### config.mk
export PLATFORM = sky130hd
export DESIGN_NAME = adc_pair_aligner
export DESIGN_NICKNAME = d
export VERILOG_FILES = /design/src/rtl/adc_pkg.sv /design/src/rtl/adc_pair_buf.sv /design/src/rtl/adc_pair_aligner.sv
export SDC_FILE = /design/constraint.sdc
export NUM_CORES = 1
export LEC_CHECK = 0
export ABC_AREA = 1
export BUFFER_PORTS_ARGS = -buffer_cell sky130_fd_sc_hd__buf_4
export CAP_MARGIN = 10
export CORE_MARGIN = 5
export CORE_UTILIZATION = 32
export CTS_BUF_LIST = sky130_fd_sc_hd__clkbuf_8
export DETAILED_ROUTE_END_ITERATION = 6
export GPL_TIMING_DRIVEN = 0
export PLACE_DENSITY = 0.46
export SETUP_SLACK_MARGIN = 0.2
export SLEW_MARGIN = 20
export SYNTH_ARGS = -nofsm -noshare
export SYNTH_HDL_FRONTEND = slang
export SYNTH_HIERARCHICAL = 1
export SYNTH_SLANG_ARGS = --single-unit
### constraint.sdc
create_clock -name alg_clk -period 9.7 [get_ports alg_clk]
set_clock_uncertainty 0.05 [all_clocks]
set_input_delay 0.485 -clock alg_clk [delete_from_list [all_inputs] [get_ports alg_clk]]
set_output_delay 0.485 -clock alg_clk [all_outputs]
set_load 0.01 [all_outputs]
### src/rtl/adc_pkg.sv
// Shared definitions for the ADC A/B pair aligner: sample width, FSM state
// encodings and a constant-evaluable ceil(log2) helper.
package adc_pkg;

    localparam int unsigned ADC_DW = 16;

    localparam logic [1:0] FLUSH = 2'd0;
    localparam logic [1:0] ALIGN = 2'd1;
    localparam logic [1:0] RUN   = 2'd2;

    // ceil(log2(value)); usable in parameter and port-width expressions
    function automatic int unsigned clog2(input int unsigned value);
        int unsigned result;
        result = 0;
        for (int unsigned i = 0; i < 32; i++) begin
            if ((64'd1 << i) < 64'(value)) begin
                result = i + 1;
            end
        end
        return result;
    endfunction

endpackage

### src/rtl/adc_pair_buf.sv
// Single-channel circular sample buffer. Show-ahead read port (dout_c is the
// oldest entry), synchronous clear, and write-on-full accepted only when a
// read frees a slot in the same cycle.
module adc_pair_buf
    import adc_pkg::*;
#(
    parameter  int unsigned DEPTH = 8,
    parameter  int unsigned DW    = ADC_DW,
    localparam int unsigned AW    = clog2(DEPTH),
    localparam int unsigned CW    = AW + 1
) (
    input  logic          clk,
    input  logic          rst,
    input  logic          clr,
    input  logic          wr,
    input  logic [DW-1:0] din,
    input  logic          rd,
    output logic [DW-1:0] dout_c,
    output logic [CW-1:0] count,
    output logic          full_c,
    output logic          empty_c
);

    logic [DW-1:0] mem [DEPTH];
    logic [CW-1:0] wr_ptr;
    logic [CW-1:0] rd_ptr;
    logic          do_wr_c;
    logic          do_rd_c;

    // Pointer advance, wrapping modulo DEPTH
    function automatic logic [CW-1:0] ptr_inc(input logic [CW-1:0] ptr);
        return (ptr == CW'(DEPTH - 1)) ? '0 : ptr + CW'(1);
    endfunction

    // Effective read/write strobes and status flags
    always_comb begin
        full_c  = (count == CW'(DEPTH));
        empty_c = (count == '0);
        do_rd_c = rd && !empty_c && !clr;
        do_wr_c = wr && !clr && (!full_c || do_rd_c);
        dout_c  = mem[rd_ptr[AW-1:0]];
    end

    // Pointer and occupancy bookkeeping
    always_ff @(posedge clk) begin
        if (rst || clr) begin
            wr_ptr <= '0;
            rd_ptr <= '0;
            count  <= '0;
        end else begin
            if (do_wr_c) begin
                wr_ptr <= ptr_inc(wr_ptr);
            end
            if (do_rd_c) begin
                rd_ptr <= ptr_inc(rd_ptr);
            end
            count <= count + CW'(do_wr_c) - CW'(do_rd_c);
        end
    end

    // Sample storage
    always_ff @(posedge clk) begin
        if (do_wr_c) begin
            mem[wr_ptr[AW-1:0]] <= din;
        end
    end

endmodule

### src/rtl/adc_pair_aligner.sv
// Re-pairs independent A/B ADC sample streams into time-aligned pairs.
// Per-channel buffers absorb read-side skew; overflow or excessive skew
// triggers a one-cycle flush followed by re-alignment.
// Optional statistics outputs (pair_cnt, drop_cnt, skew_max) are built when
// the macro ADC_PAIR_STATS_EN is defined.
module adc_pair_aligner
    import adc_pkg::*;
#(
    parameter  int unsigned DEPTH    = 8,
    parameter  int unsigned MAX_SKEW = 4,
    parameter  int unsigned DW       = ADC_DW,
    localparam int unsigned CW       = clog2(DEPTH) + 1
) (
    input  logic          alg_clk,
    input  logic          alg_rst,
    input  logic [DW-1:0] data_in_A_channel,
    input  logic          data_in_A_channel_en,
    input  logic [DW-1:0] data_in_B_channel,
    input  logic          data_in_B_channel_en,
    input  logic          resync,
    output logic [DW-1:0] pair_A,
    output logic [DW-1:0] pair_B,
    output logic          pair_valid,
    output logic          overflow_err,
    output logic          skew_err,
`ifdef ADC_PAIR_STATS_EN
    output logic [31:0]   pair_cnt,
    output logic [15:0]   drop_cnt,
    output logic [CW-1:0] skew_max,
`endif
    output logic [1:0]    state_dbg
);

    logic [1:0]    state;
    logic [1:0]    state_nxt;

    logic [DW-1:0] a_dout_c;
    logic [DW-1:0] b_dout_c;
    logic [CW-1:0] a_count;
    logic [CW-1:0] b_count;
    logic          a_full_c;
    logic          b_full_c;
    logic          a_empty_c;
    logic          b_empty_c;

    logic          in_flush_c;
    logic          pair_rdy_c;
    logic          a_discard_c;
    logic          b_discard_c;
    logic          a_wr_c;
    logic          b_wr_c;
    logic          a_rd_c;
    logic          b_rd_c;
    logic          a_ovf_c;
    logic          b_ovf_c;
    logic          ovf_c;
    logic [CW-1:0] skew_diff_c;
    logic          skew_hit_c;

    // Per-channel buffers, cleared during the FLUSH cycle
    adc_pair_buf #(.DEPTH(DEPTH), .DW(DW)) u_buf_a (
        .clk     (alg_clk),
        .rst     (alg_rst),
        .clr     (in_flush_c),
        .wr      (a_wr_c),
        .din     (data_in_A_channel),
        .rd      (a_rd_c),
        .dout_c  (a_dout_c),
        .count   (a_count),
        .full_c  (a_full_c),
        .empty_c (a_empty_c)
    );

    adc_pair_buf #(.DEPTH(DEPTH), .DW(DW)) u_buf_b (
        .clk     (alg_clk),
        .rst     (alg_rst),
        .clr     (in_flush_c),
        .wr      (b_wr_c),
        .din     (data_in_B_channel),
        .rd      (b_rd_c),
        .dout_c  (b_dout_c),
        .count   (b_count),
        .full_c  (b_full_c),
        .empty_c (b_empty_c)
    );

    // State register
    always_ff @(posedge alg_clk) begin
        if (alg_rst) begin
            state <= FLUSH;
        end else begin
            state <= state_nxt;
        end
    end

    // Datapath strobes, error detection and next-state selection.
    // The ALIGN exit cycle already pops the first pair so that a pair
    // appears two cycles after the later of its two enables.
    always_comb begin
        in_flush_c  = (state == FLUSH);
        pair_rdy_c  = ((state == ALIGN) || (state == RUN)) && !a_empty_c && !b_empty_c;
        a_discard_c = (state == ALIGN) && (a_count >= CW'(MAX_SKEW + 1)) && b_empty_c;
        b_discard_c = (state == ALIGN) && (b_count >= CW'(MAX_SKEW + 1)) && a_empty_c;
        a_wr_c      = data_in_A_channel_en && !in_flush_c;
        b_wr_c      = data_in_B_channel_en && !in_flush_c;
        a_rd_c      = pair_rdy_c || a_discard_c;
        b_rd_c      = pair_rdy_c || b_discard_c;
        a_ovf_c     = a_wr_c && a_full_c && !a_rd_c;
        b_ovf_c     = b_wr_c && b_full_c && !b_rd_c;
        ovf_c       = a_ovf_c || b_ovf_c;
        skew_diff_c = (a_count >= b_count) ? (a_count - b_count) : (b_count - a_count);
        skew_hit_c  = (state == RUN) && (skew_diff_c > CW'(MAX_SKEW));

        state_nxt = state;
        case (state)
            FLUSH:   state_nxt = ALIGN;
            ALIGN:   if (!a_empty_c && !b_empty_c) state_nxt = RUN;
            RUN:     state_nxt = RUN;
            default: state_nxt = FLUSH;
        endcase
        if (skew_hit_c || ovf_c || resync) begin
            state_nxt = FLUSH;
        end
    end

    // Registered pair output; data held between pairs
    always_ff @(posedge alg_clk) begin
        if (alg_rst) begin
            pair_A     <= '0;
            pair_B     <= '0;
            pair_valid <= 1'b0;
        end else begin
            pair_valid <= pair_rdy_c;
            if (pair_rdy_c) begin
                pair_A <= a_dout_c;
                pair_B <= b_dout_c;
            end
        end
    end

    // Sticky error flags; overflow outranks skew, resync clears both
    always_ff @(posedge alg_clk) begin
        if (alg_rst || resync) begin
            overflow_err <= 1'b0;
            skew_err     <= 1'b0;
        end else begin
            if (ovf_c) begin
                overflow_err <= 1'b1;
            end
            if (skew_hit_c && !ovf_c) begin
                skew_err <= 1'b1;
            end
        end
    end

    assign state_dbg = state;

`ifdef ADC_PAIR_STATS_EN
    logic [CW:0]   drop_inc_c;
    logic [16:0]   drop_sum_c;

    // Samples lost this cycle: flushed contents plus ignored enables, ALIGN
    // discards, or writes refused on a full buffer
    always_comb begin
        drop_inc_c = '0;
        if (in_flush_c) begin
            drop_inc_c = (CW+1)'(a_count) + (CW+1)'(b_count)
                       + (CW+1)'(data_in_A_channel_en) + (CW+1)'(data_in_B_channel_en);
        end else begin
            drop_inc_c = (CW+1)'(a_discard_c) + (CW+1)'(b_discard_c)
                       + (CW+1)'(a_ovf_c) + (CW+1)'(b_ovf_c);
        end
        drop_sum_c = 17'(drop_cnt) + 17'(drop_inc_c);
    end

    // Pair/drop counters and peak RUN skew
    always_ff @(posedge alg_clk) begin
        if (alg_rst || resync) begin
            pair_cnt <= '0;
            drop_cnt <= '0;
            skew_max <= '0;
        end else begin
            if (pair_rdy_c) begin
                pair_cnt <= pair_cnt + 32'd1;
            end
            drop_cnt <= drop_sum_c[16] ? 16'hFFFF : drop_sum_c[15:0];
            if ((state == RUN) && (skew_diff_c > skew_max)) begin
                skew_max <= skew_diff_c;
            end
        end
    end
`endif

endmodule
Word level (Yosys, flattened, before mapping)
Memory sizes are Yosys's and may differ from the RTL's. A register that Yosys moved wholly into a read port is not among the register bits.
Index checks and enable logic that the tools add are counted.
- $add $sub $neg: 10
- magnitude comparators: 4
- eq/ne operators: 9
- muxes and demuxes: 11
- reductions and logical operators: 45
- operator list (cell ; count):
    logical AND 1 bit ; 23
    two-way mux 4 bit ; 5
    adder 4 x 1 -> 4 bit, second input constant ; 4
    == test 4 x 3 -> 1 bit, second input constant ; 4
    logical OR 1 bit ; 10
    adder 4 x 1 -> 4 bit ; 2
    == test 4 bit, second input constant ; 2
    greater-or-equal comparator 4 x 3 -> 1 bit, second input constant ; 2
    zero test 1 bit ; 8
    zero test 4 bit ; 2
    subtractor 4 x 1 -> 4 bit ; 2
    subtractor 4 bit ; 2
    case mux 2 bit (3 select lines) ; 1
    greater-or-equal comparator 4 bit ; 1
    greater-than comparator 4 x 3 -> 1 bit, second input constant ; 1
    two-way mux 1 bit ; 4
    == test 2 x 1 -> 1 bit, second input constant ; 1
    == test 2 bit, second input constant ; 1
    zero test 2 bit ; 1
    two-way mux 2 bit ; 1
    != test 2 x 1 -> 1 bit, second input constant ; 1
    OR reduction 2 bit ; 1
- register bits: 29
- bits in writable memories: 256
- bits of input ports: 37
- output and inout port bits: 37
- word-level logic and storage cells: 91
- memories kept: 2
- memories (name ; words ; bits a word ; rd ports ; clocked after Yosys merged registers in ; write ports ; line ; source):
    u_buf_a.mem ; 8 ; 16 ; 1 ; 1 ; 1 ; adc_pair_buf.sv:24 ; logic [DW-1:0] mem [DEPTH];
    u_buf_b.mem ; 8 ; 16 ; 1 ; 1 ; 1 ; adc_pair_buf.sv:24 ;

Logic depth before layout (Yosys ltp)
Gate-level depths: netlist (run 1).
- depth in word-level cells: 11
- depth in mapped cells: 22

Hierarchy
The synthesis (run 1) kept the hierarchy.
- by module, submodules not included (module ; times used ; cells each ; area each (um2) ; seq. area each (um2)):
    adc_pair_buf ; 2 ; 508 ; 5883.1 ; 4144.0
    adc_pair_aligner ; 1 ; 250 ; 1767.9 ; 740.7

Least setup slack after synthesis (run 1)
No wires, ideal clock.
- path kind: register -> register
- from: register u_buf_a.count[1]
- to: memory u_buf_a/mem[2][0] (netlist name) (enable)
- library setup time: 409 ps
- data arrival time: 2766 ps
- slack: 6474 ps
- cell stages (with the launch flop): 14
- path buffers: 1
- path through: dfxtp_1 -> nor2_2 -> nand2_2 -> inv_1 -> nor2_1 -> nand2_1 -> clkbuf_1 -> nand2_1 -> inv_1 -> nor2_1 -> nand2_4 -> nand2_4 -> nand2_4 -> nor3_1
- longest elaborated chain between the ends: 11
- elaborated cells on any way between the ends: 16
- classes of those cells: 1 x order compare; 1 x eq/ne; 2 x mux; 12 x reduce/logical
- ends and longest elaborated chain (what ; line ; source):
    start, declared ; adc_pair_buf.sv:19 ; output logic [CW-1:0] count,
    start signal, assigned ; adc_pair_buf.sv:57 ; count <= count + CW'(do_wr_c) - CW'(do_rd_c);
    zero test 4 bit ; adc_pair_buf.sv:38 ; empty_c = (count == '0);
    named net a_empty_c ; adc_pair_aligner.sv:43 ; logic a_empty_c;
    zero test 1 bit ; adc_pair_aligner.sv:101 ; pair_rdy_c = ((state == ALIGN) || (state == RUN)) && !a_empty_c && !b_empty_c;
    logical AND 1 bit (2 in a row) ; adc_pair_aligner.sv:101 ;
    logical OR 1 bit ; adc_pair_aligner.sv:106 ; a_rd_c = pair_rdy_c || a_discard_c;
    named net a_rd_c ; adc_pair_aligner.sv:52 ; logic a_rd_c;
    logical AND 1 bit (2 in a row) ; adc_pair_buf.sv:39 ; do_rd_c = rd && !empty_c && !clr;
    logical OR 1 bit ; adc_pair_buf.sv:40 ; do_wr_c = wr && !clr && (!full_c || do_rd_c);
    logical AND 1 bit ; adc_pair_buf.sv:40 ;
    two-way mux 1 bit ; adc_pair_buf.sv:63 ; if (do_wr_c) begin
    two-way mux 1 bit (not written as such) ; adc_pair_buf.sv:64 ; mem[wr_ptr[AW-1:0]] <= din;
    end, declared ; adc_pair_buf.sv:24 ;
The timed path passes the listed nets, and every way through them passes these cells.

Worst setup path after layout (run 1)
- from: register u_buf_b.count[1]
- to: register u_buf_b.count[2]
- longest elaborated chain between the ends: 10
- elaborated cells on any way between the ends: 15
- classes of those cells: 2 x add/sub; 1 x order compare; 1 x eq/ne; 11 x reduce/logical
- ends and longest elaborated chain (what ; line ; source):
    start, declared ; adc_pair_buf.sv:19 ;
    start signal, assigned ; adc_pair_buf.sv:57 ;
    zero test 4 bit * ; adc_pair_buf.sv:38 ;
    named net b_empty_c ; adc_pair_aligner.sv:44 ; logic b_empty_c;
    zero test 1 bit * ; adc_pair_aligner.sv:101 ;
    logical AND 1 bit * ; adc_pair_aligner.sv:101 ;
    logical OR 1 bit * ; adc_pair_aligner.sv:107 ; b_rd_c = pair_rdy_c || b_discard_c;
    named net b_rd_c ; adc_pair_aligner.sv:53 ; logic b_rd_c;
    logical AND 1 bit * (2 in a row) ; adc_pair_buf.sv:39 ;
    logical OR 1 bit ; adc_pair_buf.sv:40 ;
    logical AND 1 bit ; adc_pair_buf.sv:40 ;
    adder 4 x 1 -> 4 bit ; adc_pair_buf.sv:57 ;
    subtractor 4 x 1 -> 4 bit * ; adc_pair_buf.sv:57 ;
Mark *: on every way through the listed nets, which the timed path passes. The rest lies on a longest branch.
A chain may end at the register's enable or synchronous reset.

==> run summary, run 1 <==
### STA
- max-slew headroom at the worst pin: 43.6%
- worst hold slack across all endpoints: 0.0558 ns
- Max Slew Vio Count: 0
- Tmin final: 3.38 ns
- portion of the clock cycle consumed by the worst path in the final layout: 34.9%
- maximum operating frequency: 296 MHz
- unrepaired setup endpoints after global routing: false
- final count of negative-setup-slack endpoints: 0
- number of endpoints with negative hold slack in the final report: 0
- accumulated negative setup slack: 0 ns
- actual slew at the worst max-slew pin: 0.845 ns

### Clocking
- Num Clock Sinks: 323
- Resized cells post-CTS: 0
- source-to-sink clock delay at the later pin of the worst-skew pair: 0.63 ns
- H-tree levels: 2
- Clock Path Buffers: 3
- number of buffers added by the clock tree synthesis step: 55
- clock transition at the registers of the reported paths: 0.07 ns
- clock tree from TritonCTS: done
- root buffer cell: sky130_fd_sc_hd__clkbuf_8

### Drt
- DRC marker count from the first detailed-route iteration: 516
- remaining routing DRC violations: 0
- number of vias per cell: 4.62
- Routed WL per cell: 17.5 um
- final routed wirelength across all metal layers: 35400 um
- number of iterations in the first detailed-routing pass: 4
- count of vias placed by the detailed router: 9362
- post-route ant nets: 0

### GRT
- initial antenna violation count: 1
- global-route usage over all layers: 15.1%
- wire length of the first global-routing pass: 54700 um
- maximum number of pins on one net before global-route repair: 17
- number of global-route vias before repair: 9471
- total grt overflow: 0

### Critical path
- maximum fanout count along the critical path: 10
- Most Frequent Cell on Critical Path: sky130_fd_sc_hd__inv_1
- worst path arrival time: 3.89 ns
- cell family with the largest share of critical-path delay: simple AND/OR/NAND/NOR gates
- cells along the critical path: nor2_2 -> nand2_2 -> inv_1 -> nor2_1 -> nand2_1 -> clkbuf_1 -> nand2_1 -> inv_1 -> nor2_1 -> nand2_4 -> nand2_4 -> nand2_4 -> ha_1 -> inv_1 -> ha_1 -> inv_1 -> fa_1 -> xor2_1 -> nor2_1
- number of buffer and inverter instances along the worst setup path: 5
- Critical-path top delay cell: sky130_fd_sc_hd__dfxtp_1
- required arrival time at the worst endpoint: 10.20 ns
- slowest cell delay on critical path: 0.65 ns
- crit path launch type: flop
- Worst Setup Path Type: flop to flop
- kind of end point of the critical path: flop

### Die
- die outline height: 216 um
- initial cell density of the core: 32.3%
- number of placement rows: 75
- core region area: 0.0419 mm^2
- floorplan die width: 216 um
- number of ports placed on the die boundary: 74
- area of the die: 0.0465 mm^2

### Status
- result of the run: finished clean

### Logic synthesis
- Post-Synthesis Net Count: 1333
- Synth Area per Inst: 10.7 um^2
- cells taking the most area after synthesis: sky130_fd_sc_hd__edfxtp_1, sky130_fd_sc_hd__dfxtp_1, sky130_fd_sc_hd__nor2_1, sky130_fd_sc_hd__o21ai_0, sky130_fd_sc_hd__nand2_1
- warning count from the yosys run: 6
- async set-reset flop share out of synthesis: 0%
- synthesized instance count: 1266
- number of different library cells in the post-synthesis netlist: 32
- Seq cells post-synth: 323
- number of enable-type register cells in the synthesized netlist: 256
- sequential element share of the synthesized area: 66.7%
- mapped cell area: 0.0135 mm^2
- dominant register cell in the synthesized netlist: sky130_fd_sc_hd__edfxtp_1
- fraction of synthesized cell area taken by the top area cell type: 56.8%
- largest area contributor in the synthesized netlist: sky130_fd_sc_hd__edfxtp_1

### Cells and area
- layout cell share with drive strength beyond 1: 17.6%
- Ant. Diodes: 0
- NumNets Final: 1509
- area overhead of the layout relative to synthesis: 20.8%
- Filler Cells Inserted: 4134
- count of non-filler cells in the finished layout: 2028

### Power and ir drop
- Power Dens Cells: 169 mW/mm^2
- maximum resistive drop on vdd: 0.106 mV
- Lkg Pwr: 6.20 nW

### Placement
- Cell Count Post-Placement: 1906
- number of port buffers: 73
- Final Wtd Congestion: 0.751
- HPWL after DPL: 24800 um

### Hold path
- Worst Hold Class: input port to flop

### Job
- number of max-cap violations: 0

==> flip-flops by register name (all words and copies together) (netlist names), 2 cells and up, named ones only <==
signal,flops
u_buf_b/mem,128
u_buf_b/wr_ptr,4
u_buf_a/wr_ptr,4
u_buf_a/mem,128
state_dbg,2
u_buf_b/count,4
u_buf_a/count,4
pair_B,16
pair_A,16
u_buf_a/rd_ptr,4
u_buf_b/rd_ptr,4
==> final cells by class <==
class                   count  area [um^2]  share of cell area [%]
plain buffers              57          347                    2.12
clock buffers              62          853                    5.22
clock inverters            42          251                    1.54
inverters                  78          293                    1.79
multi-input cells         808         3940                    24.1
flip-flops and latches    323         9030                    55.2
well taps                 539          674                    4.13
repair buffers            119          965                    5.90
==> cell usage in the layout (no fill, tap or decap), drive strengths merged <==
cell type,count
mux2,1
ha,26
fa,4
dlygate4sd3,18
inv,105
clkinvlp,1
and3,3
buf,148
edfxtp,256
o21ai,235
nor3b,2
clkinv,12
clkbuf,72
o21bai,1
nand3,29
nand2,170
bufinv,2
nor3,14
nand3b,1
dfxtp,67
a21oi,12
xnor2,2
nor2,302
xor2,4
nand4,2
==> cells by family (layout without fill, tap and decap cells) <==
logic type | after synthesis | in the layout | synth area share, %
buffers and inverters | 135 | 358 | 4.72
AO/OA/AOI/OAI | 248 | 248 | 9.24
XOR/XNOR | 6 | 6 | 0.388
multiplexers | 1 | 1 | 0.0832
adder cells (fa/ha/maj) | 30 | 30 | 3.00
AND/OR/NAND/NOR | 523 | 523 | 15.9
flip-flops | 323 | 323 | 66.7
==> worst paths after layout <==
path,start,to,slack [ns],depth (start not counted)
worst max-delay path,u_buf_b/count[1],u_buf_b/count[2],6.32,19
worst min-delay path,data_in_A_channel[0],u_buf_a/mem[5][0],0.06,1
worst max register to register,u_buf_b/count[1],u_buf_b/count[2],6.32,19
worst min register to register,skew_err,skew_err,0.41,2
==> power breakdown <==
part / total (mW) / internal [mW] / switching [mW]
Sequential: 1.50 / 1.50 / 0.00125
Clock: 1.20 / 0.643 / 0.560
Combinational: 0.0629 / 0.0239 / 0.0390
==> cells in the mapped netlist (all sizes together) (2+ instances only) <==
cell type,number
and3,3
nand4,2
nand2,170
o21ai,235
xnor2,2
a21oi,12
nor2,302
inv,78
nand3,29
buf,47
ha,26
dfxtp,67
nor3,14
nor3b,2
fa,4
clkbuf,10
xor2,4
edfxtp,256
==> layer usage <==
metal  GRT usage (%)  part of all wire, %  up-vias
met3            3.32                  4.8       55
met4            4.01                  1.9        2
li1                -                    -     4667
met5               0                0.037        -
met1            21.1                   49     4439
met2            23.8                   45      199
==> stage by stage <==
stage | instance area [um^2] | utilization, % | worst slack [ns] | power (mW)
floorplan | 13500 | - | 6.47 | 1.55
global placement | 14800 | 35.3 | 4.83 | 1.58
detailed placement | 15100 | 36.0 | 6.29 | 1.58
CTS | 16300 | 39.1 | 6.28 | 2.81
global route | 16300 | 39.1 | 6.04 | 2.88
finish | 16300 | 39.1 | 6.32 | 2.76
==> timing repair <==
action                    4_1_cts  5_1_grt
hold buffers                   18        0
buffers inserted                0        0
hold endpoints to repair      104        0
Power figures use the tool's default switching activity.
==> run 2, diff against run 1 <==
==> constraint.sdc (replaced) <==
create_clock -name alg_clk -period 3.3 [get_ports alg_clk]
set_clock_uncertainty 0.05 [all_clocks]
set_input_delay 0.165 -clock alg_clk [delete_from_list [all_inputs] [get_ports alg_clk]]
set_output_delay 0.165 -clock alg_clk [all_outputs]
set_load 0.01 [all_outputs]
==> run 2 against run 1 <==
Effect of this change:
- power rose to 2.9 times the previous value
- first-iteration DRC count down 2.3%
- global-route usage up 0.051 points
- critical path depth up 1
- highest routed layer unchanged
==> run summary, run 2 (same netlist as run 1, synthesis figures left out) <==
### Placement
- Cell Count Post-Placement: 1906
- DP Area: 0.0151 mm^2
- Final Wtd Congestion: 0.751
- number of port buffers: 73
- HPWL after DPL: 24800 um
- worst setup slack after placement: -0.106 ns

### Hold path
- Worst Hold Class: input port to flop
- hold_sp: data_in_B_channel_en

### Critical path
- Most Frequent Cell on Critical Path: sky130_fd_sc_hd__inv_1
- crit path launch: u_buf_b/count[2]
- Critical-path top delay cell: sky130_fd_sc_hd__fa_1
- slowest cell delay on critical path: 0.40 ns
- kind of end point of the critical path: flop
- number of buffer and inverter instances along the worst setup path: 6
- maximum fanout count along the critical path: 9
- startpoint of the worst-slack reg-to-reg timing path: u_buf_b/count[2]
- cells along the critical path: inv_1 -> ha_2 -> nand2_2 -> inv_1 -> nor2_1 -> nand2_1 -> buf_6 -> nand2_1 -> inv_1 -> nor2_4 -> nand2_4 -> nand2_8 -> nand2_8 -> ha_1 -> inv_1 -> ha_1 -> inv_1 -> fa_1 -> xor2_1 -> nor2_1
- worst path arrival time: 3.39 ns
- Worst Setup Path Type: flop to flop
- crit path launch type: flop
- required arrival time at the worst endpoint: 3.79 ns
- cell family with the largest share of critical-path delay: adder cells

### Die
- number of placement rows: 75
- core region area: 0.0419 mm^2
- number of ports placed on the die boundary: 74
- die outline height: 216 um
- floorplan die width: 216 um
- initial cell density of the core: 32.3%
- area of the die: 0.0465 mm^2

### Clocking
- clock transition at the registers of the reported paths: 0.06 ns
- clock tree from TritonCTS: done
- Num Clock Sinks: 323
- source-to-sink clock delay at the later pin of the worst-skew pair: 0.63 ns
- number of buffers added by the clock tree synthesis step: 55
- root buffer cell: sky130_fd_sc_hd__clkbuf_8
- Clock Path Buffers: 3
- H-tree levels: 2

### Job
- number of max-cap violations: 0

### STA
- number of endpoints with negative hold slack in the final report: 0
- portion of the clock cycle consumed by the worst path in the final layout: 87.7%
- max-slew headroom at the worst pin: 43.4%
- worst hold slack across all endpoints: 0.0907 ns
- actual slew at the worst max-slew pin: 0.848 ns
- unrepaired setup endpoints after global routing: false
- maximum operating frequency: 345 MHz
- final worst-path setup slack: 0.405 ns
- accumulated negative setup slack: 0 ns
- Max Slew Vio Count: 0
- final count of negative-setup-slack endpoints: 0
- Tmin final: 2.89 ns

### GRT
- wire length of the first global-routing pass: 55000 um
- maximum number of pins on one net before global-route repair: 17
- met3 layer usage reported by global route: 3.29%
- global routing's busiest layer: met2
- met1 usage: 21.2%
- met2 track utilization from global routing: 23.9%
- number of global-route vias before repair: 9550
- total grt overflow: 0
- global-route usage over all layers: 15.1%
- initial antenna violation count: 1

### Cells and area
- area overhead of the layout relative to synthesis: 22.9%
- Non-Filler Cell Area, Final: 0.0166 mm^2
- layout cell share with drive strength beyond 1: 18.4%
- area of the multi-input gates: 0.00400 mm^2
- leading cell type in the layout, fill and taps excluded: sky130_fd_sc_hd__nor2_1
- NumNets Final: 1531
- Filler Cells Inserted: 4114
- most frequent cells in the layout: sky130_fd_sc_hd__nor2_1, sky130_fd_sc_hd__edfxtp_1, sky130_fd_sc_hd__nand2_1
- count of non-filler cells in the finished layout: 2050
- final design utilization: 39.7%
- Ant. Diodes: 0
- Reg area: 0.00904 mm^2

### Drt
- count of vias placed by the detailed router: 9446
- Routed WL per cell: 17.3 um
- remaining routing DRC violations: 0
- number of vias per cell: 4.61
- post-route ant nets: 0
- final routed wirelength across all metal layers: 35600 um
- number of iterations in the first detailed-routing pass: 5
- DRC marker count from the first detailed-route iteration: 504

### Power and ir drop
- Power Dens Cells: 489 mW/mm^2
- Lkg Pwr: 6.30 nW
- maximum resistive drop on vdd: 0.313 mV
- total power after layout: 8.14 mW

### Status
- result of the run: finished clean

[run 2: changes by cell type in the layout (fill, tap and decap cells not counted), sizes merged]
cell / before / now
dlygate4sd3: 18 / 35
buf: 148 / 154
clkbuf: 72 / 71
[run 2: power by group]
group          total, mW  switching, mW  internal (mW)
Combinational      0.205          0.121         0.0843
Clock               3.53           1.64           1.89
Sequential          4.40        0.00368           4.39
[run 2: worst paths after layout]
kind                       endpoint  slack, ns  cells past startpoint
setup / recovery   u_buf_b/count[2]       0.41                     20
hold / removal    u_buf_b/wr_ptr[1]       0.09                      7
setup reg to reg   u_buf_b/count[2]       0.41                     20
hold reg to reg            skew_err       0.41                      2
[run 2: tightest hold or removal path: cells and delay by family]
kind / cells / cell delay (ns)
AO/OA/AOI/OAI: 1 / 0.05
AND/OR/NAND/NOR: 3 / 0.24
buffers and inverters: 3 / 0.27
[run 2: timing repair]
item / CTS / global route
hold buffers: 35 / 0
gates cloned: 0 / 0
pin swaps: 0 / 5
gates resized for setup: 10 / 12
setup buffers: 0 / 5
setup endpoints to repair: 55 / 40
hold endpoints to repair: 283 / 0
[run 2: final cells by class]
class                      instances  area share [%]
buffer                            57            2.13
clock buffer                      62            5.13
timing repair buffer             141            7.05
tap                              539            4.05
multi-input combinational        808            24.0
inverter                          78            1.76
clock inverter                    42            1.51
sequential                       323            54.3
[run 2: metal layers]
| layer | vias to the layer above | share of wire (%) |
|---|---|---|
| met2 | 201 | 45 |
| met1 | 4477 | 49 |
| met3 | 55 | 4.6 |
| li1 | 4711 | - |
| met4 | 2 | 1.9 |
| met5 | - | 0.037 |
